**src/rtl/pc_fetch_unit.sv**
```systemverilog
// pc_fetch_unit: program counter plus instruction fetch stage.
// Issues word addresses to a 1-cycle synchronous instruction memory,
// buffers responses with their PCs in a small FIFO and hands them
// downstream over valid/ready. Jump/branch redirects flush wrong-path work.
//
// Ports:
//   clk, rst            clock, asynchronous active-low reset
//   imem_req/addr       read request and word address (addr == fetch_pc)
//   imem_rdata          read data, one cycle after an accepted request
//   jump_en/target      absolute redirect (wins over branch)
//   branch_en/base/off  taken branch, target = base + sext(offset)
//   out_valid/ready     downstream handshake on the FIFO head
//   out_instr/out_pc    head entry, last shown value while empty
//   redirect_count      saturating count of redirect cycles
module pc_fetch_unit #(
   parameter int              INSTR_W  = 72,
   parameter int              PC_W     = 32,
   parameter int              OFF_W    = 16,
   parameter int              DEPTH    = 2,
   parameter logic [PC_W-1:0] RESET_PC = '0,
   parameter int              CNT_W    = 16
) (
   input  logic               clk,
   input  logic               rst,
   output logic               imem_req,
   output logic [PC_W-1:0]    imem_addr,
   input  logic [INSTR_W-1:0] imem_rdata,
   input  logic               jump_en,
   input  logic [PC_W-1:0]    jump_target,
   input  logic               branch_en,
   input  logic [PC_W-1:0]    branch_base,
   input  logic [OFF_W-1:0]   branch_offset,
   output logic               out_valid,
   input  logic               out_ready,
   output logic [INSTR_W-1:0] out_instr,
   output logic [PC_W-1:0]    out_pc,
   output logic [CNT_W-1:0]   redirect_count
);

   localparam int AW = $clog2(DEPTH);
   localparam int CW = AW + 1;

   logic [PC_W-1:0]    fetch_pc;
   logic [PC_W-1:0]    req_pc;
   logic               inflight;

   logic [INSTR_W-1:0] fifo_instr [DEPTH];
   logic [PC_W-1:0]    fifo_pc    [DEPTH];
   logic [AW-1:0]      rd_ptr;
   logic [AW-1:0]      wr_ptr;
   logic [CW-1:0]      count;

   logic [INSTR_W-1:0] hold_instr;
   logic [PC_W-1:0]    hold_pc;

   logic               redirect;
   logic [PC_W-1:0]    off_ext;
   logic [PC_W-1:0]    target_pc;
   logic               pop;
   logic               push;
   logic [CW:0]        occ_after;

   assign redirect = jump_en | branch_en;

   // size cast of a signed operand sign-extends the offset
   assign off_ext = PC_W'($signed(branch_offset));

   always_comb begin
      target_pc = branch_base + off_ext;
      unique case (1'b1)
         jump_en: target_pc = jump_target;
         default: target_pc = branch_base + off_ext;
      endcase
   end

   assign out_valid = (count != '0);
   assign pop       = out_valid & out_ready;

   // a response due this cycle is dropped when the redirect lands
   assign push = inflight & ~redirect;

   // room left once this cycle's pop and pending response settle
   assign occ_after = {1'b0, count}
                    + (CW+1)'(inflight)
                    - (CW+1)'(pop);

   assign imem_req  = rst & ~redirect
                    & (occ_after < (CW+1)'(DEPTH));
   assign imem_addr = fetch_pc;

   // while empty the outputs keep whatever was shown last
   assign out_instr = out_valid ? fifo_instr[rd_ptr] : hold_instr;
   assign out_pc    = out_valid ? fifo_pc[rd_ptr]    : hold_pc;

   always_ff @(posedge clk or negedge rst) begin
      if (!rst) begin
         fetch_pc <= RESET_PC;
         req_pc   <= RESET_PC;
         inflight <= 1'b0;
      end else if (redirect) begin
         fetch_pc <= target_pc;
         inflight <= 1'b0;
      end else begin
         inflight <= imem_req;
         if (imem_req) begin
            req_pc   <= fetch_pc;
            fetch_pc <= fetch_pc + PC_W'(1);
         end
      end
   end

   always_ff @(posedge clk or negedge rst) begin
      if (!rst) begin
         rd_ptr <= '0;
         wr_ptr <= '0;
         count  <= '0;
      end else if (redirect) begin
         rd_ptr <= '0;
         wr_ptr <= '0;
         count  <= '0;
      end else begin
         if (push) wr_ptr <= wr_ptr + AW'(1);
         if (pop)  rd_ptr <= rd_ptr + AW'(1);
         count <= count + CW'(push) - CW'(pop);
      end
   end

   always_ff @(posedge clk) begin
      if (push) begin
         fifo_instr[wr_ptr] <= imem_rdata;
         fifo_pc[wr_ptr]    <= req_pc;
      end
   end

   always_ff @(posedge clk or negedge rst) begin
      if (!rst) begin
         hold_instr <= '0;
         hold_pc    <= '0;
      end else if (out_valid) begin
         hold_instr <= fifo_instr[rd_ptr];
         hold_pc    <= fifo_pc[rd_ptr];
      end
   end

   always_ff @(posedge clk or negedge rst) begin
      if (!rst) begin
         redirect_count <= '0;
      end else if (redirect && (redirect_count != '1)) begin
         redirect_count <= redirect_count + CNT_W'(1);
      end
   end

endmodule

```
**config.mk**
```make
export PLATFORM = sky130hd
export DESIGN_NAME = pc_fetch_unit
export DESIGN_NICKNAME = d
export VERILOG_FILES = /design/src/rtl/pc_fetch_unit.sv
export SDC_FILE = /design/constraint.sdc
export NUM_CORES = 1
export LEC_CHECK = 0
export BUFFER_PORTS_ARGS = -buffer_cell sky130_fd_sc_hd__buf_4
export CAP_MARGIN = 20
export CORE_MARGIN = 2
export CORE_UTILIZATION = 45
export DETAILED_ROUTE_END_ITERATION = 8
export PLACE_DENSITY = 0.72
export RECOVER_POWER = 25
export SYNTH_ARGS = -nofsm -noshare
export SYNTH_HDL_FRONTEND = slang
export SYNTH_SLANG_ARGS = --single-unit
```
**constraint.sdc**
```tcl
create_clock -name clk -period 9.3 [get_ports clk]
set_clock_uncertainty 0.05 [all_clocks]
set_input_delay 1.86 -clock clk [delete_from_list [all_inputs] [get_ports clk]]
set_output_delay 1.86 -clock clk [all_outputs]
set_load 0.1 [all_outputs]
```
==> flow_summary.yaml <==
placement:
  hpwl_um: 27400
  place_ws_ns: 3.07
  gp_congestion: 0.954
  place_inst: 2101
  postPlaceCellArea_um2: 19600
  port_buffers: 310
synthesis:
  yosysMostFrequentCell: "edfxtp_1"
  ys_types: 67
  syn_area_um2: 16900
  synthDominantCellAreaShare: 0.370
  syn-num-nets: 1574
  yosys_register_bits: 397
  syn_avg_cell_area_um2: 12.2
  yosysTopAreaCell: "edfxtp_1"
  synth_ff_type: "edfxtp_1"
  seq_area_frac_synth: 0.651
  synth_edf_count: 208
  netlist_instances: 1379
  ys_warn_count: 0
  synthTopCellsByArea: "edfxtp_1 37%, dfrtp_1 28%, mux2i_1 6.3%"
  synthArstFlopShare: 0.476
  synthTopCellsByCount: "208 x edfxtp_1, 189 x dfrtp_1, 164 x a21oi_1"
timing:
  fin_tns_setup_ns: 0
  rsz0062_at_grt: "false"
  hold_slack_ns: 0.414
  finalHoldViolCount: 0
  fin_crit_ns: 6.22
  setup_violations: 0
  drv_slew: 0
  period_share: 0.669
  fin_ws_ns: 3.08
  tightestPinTransition_ns: 1.02
  slew_headroom: 0.320
  fmax_mhz: 161
clock_tree:
  cts_buffer_depth: 3
  root_buffer: "clkbuf_16"
  numCtsBuffers: 41
  cts_hold_buf: 0
  post_cts_buffers: 0
  cts-htree-levels: 2
  path_clk_slew_ns: 0.06
  insertion_delay_ns: 0.51
  cts_tree: "done"
  numClockSinks: 397
  ctsResizeCount: 0
die:
  start_util: 0.459
  dieArea_um2: 39100
  core_um2: 36800
  die_h_um: 198
  die_w_um: 198
  rows: 70
  io_pins: 311
power_and_ir_drop:
  leakage_nw: 8.53
  powerDensity_nw_per_um2: 301
  ir_worst_vdd_mv: 0.150
  power.total_mw: 6.31
setup_path:
  timing.critical_path.mode_cell: "buf_4"
  cp_slowest_stage_delay_ns: 0.81
  crit_type: "input port to primary output"
  arrival_ns: 4.31
  critPathCaptureType: "primary output"
  path_cells: "buf_4 > and2_1 > ha_1 > nor2b_1 > fa_1 > or4b_4 > inv_1 > buf_4"
  start_kind: "input port"
  path_delay_family: "simple AND/OR/NAND/NOR gates"
  worstSetupStartpoint: "out_ready"
  r2r_start: "count[1]"
  cp_max_fo: 45
  cp.required_ns: 7.39
  path_buf_inv: 3
  cpMaxStageDelayCell: "or4b_4"
hold_path:
  hp-class: "flop to flop"
  worstHoldStart: "req_pc[21]"
layout:
  area_growth_pct: 24.2
  stdcell_count: 2178
  nNetsFinal: 1872
  drive_above_1_share: 0.219
  final_util: 0.570
  diodes: 0
  design_area_um2: 21000
routing:
  top_layer_used: "met4"
  met1Wirelength_um: 17400
  drc: 0
  initialDrtViolationCount: 764
  wl_per_cell_um: 18.4
  antenna_left: 0
  viasPerCell: 5.35
  routed_wl_um: 40100
  wl_met2_um: 18800
  drtPass1Iterations: 6
  vias: 11643
  wl_met3_um: 3210
global_routing:
  antenna_found_initial: 0
  grt_pass1_wl_um: 61900
  gr-total-overflow: 0
  grt_pass1_vias: 11310
  grt_max_degree: 117
  gr-usage-all-layers: 0.201
flow_run:
  maxCapViolations: 0
status:
  run_status: "finished clean"
-- layer usage --
| layer | global-route usage | vias to the layer above |
|---|---|---|
| li1 | - | 5578 |
| met5 | 0 | - |
| met2 | 0.322 | 366 |
| met4 | 0.0440 | 0 |
| met3 | 0.0500 | 49 |
| met1 | 0.279 | 5650 |
-- state kept, by name, indices dropped and copies added, names as in the netlist --
signal	cells
redirect_count	16
wr_ptr	1
imem_addr	32
inflight	1
fifo_pc	64
fifo_instr	144
rd_ptr	1
count	2
req_pc	32
hold_instr	72
hold_pc	32
-- worst paths after layout --
kind	endpoint	slack, ns	cells after the start
max in group asynchronous	redirect_count[15]	5.91	3
setup / recovery	imem_req	3.08	8
min in group asynchronous	hold_pc[18]	1.34	1
setup reg to reg	imem_addr[22]	4.45	14
hold / removal	fifo_pc[0][21]	0.41	0
hold reg to reg	fifo_pc[0][21]	0.41	0
-- cell families after synthesis --
| kind of cell | Yosys count | share of synthesized area |
|---|---|---|
| compound gates | 296 | 0.104 |
| simple gates | 395 | 0.101 |
| buf+inv | 87 | 0.0211 |
| xor+xnor | 58 | 0.0301 |
| mux | 108 | 0.0642 |
| fa+ha+maj | 38 | 0.0291 |
| flops | 397 | 0.651 |
-- worst register-to-register path: stages (launching register included) --
cell	delay, ns
dfrtp_1	0.41
inv_1	0.15
nand2_4	0.53
and2_1	0.47
ha_1	0.30
nor2b_1	0.15
fa_1	0.44
or4b_4	0.81
inv_1	0.18
buf_4	0.37
nand2_1	0.20
or3_1	0.35
a21oi_1	0.17
a211oi_1	0.07
a21oi_1	0.13
-- placed cells by master (no fill, tap or decap), drive strengths merged, types with 3 or more instances in the layout --
master   instances
and4             3
mux2i          107
o21a             5
nand3           23
a2111oi          3
edfxtp         208
o21bai           4
o221ai           3
xnor2           38
nor2           164
bufinv           6
o211ai           4
nor4             4
a221oi           3
and2             5
a31oi            7
o22ai            5
buf            248
a21oi          164
nor3            12
or3              7
a21o            17
inv             21
a222oi           3
a41oi            4
xor2            20
nand4           11
a22oi            4
nor2b            3
o21ai           43
dfrtp          189
ha              36
and3            11
a211oi           9
clkinv          13
nand2          145
clkbuf         128
-- report_power, final --
group          switching (mW)  leakage, nW  internal [mW]
combinational            1.94         3.65          0.471
clock                   0.651        0.678           1.03
sequential              0.128         4.20           2.10
-- area by class of cell --
cell class	instances	area, um^2
Clock buffer	55	1130
Inverter	21	78.8
Tap cell	468	586
Fill cell	3053	15800
Sequential cell	397	11000
Clock inverter	21	267
Multi-Input combinational cell	895	5560
Timing Repair Buffer	321	2350
(Power assumes the default switching activity.)
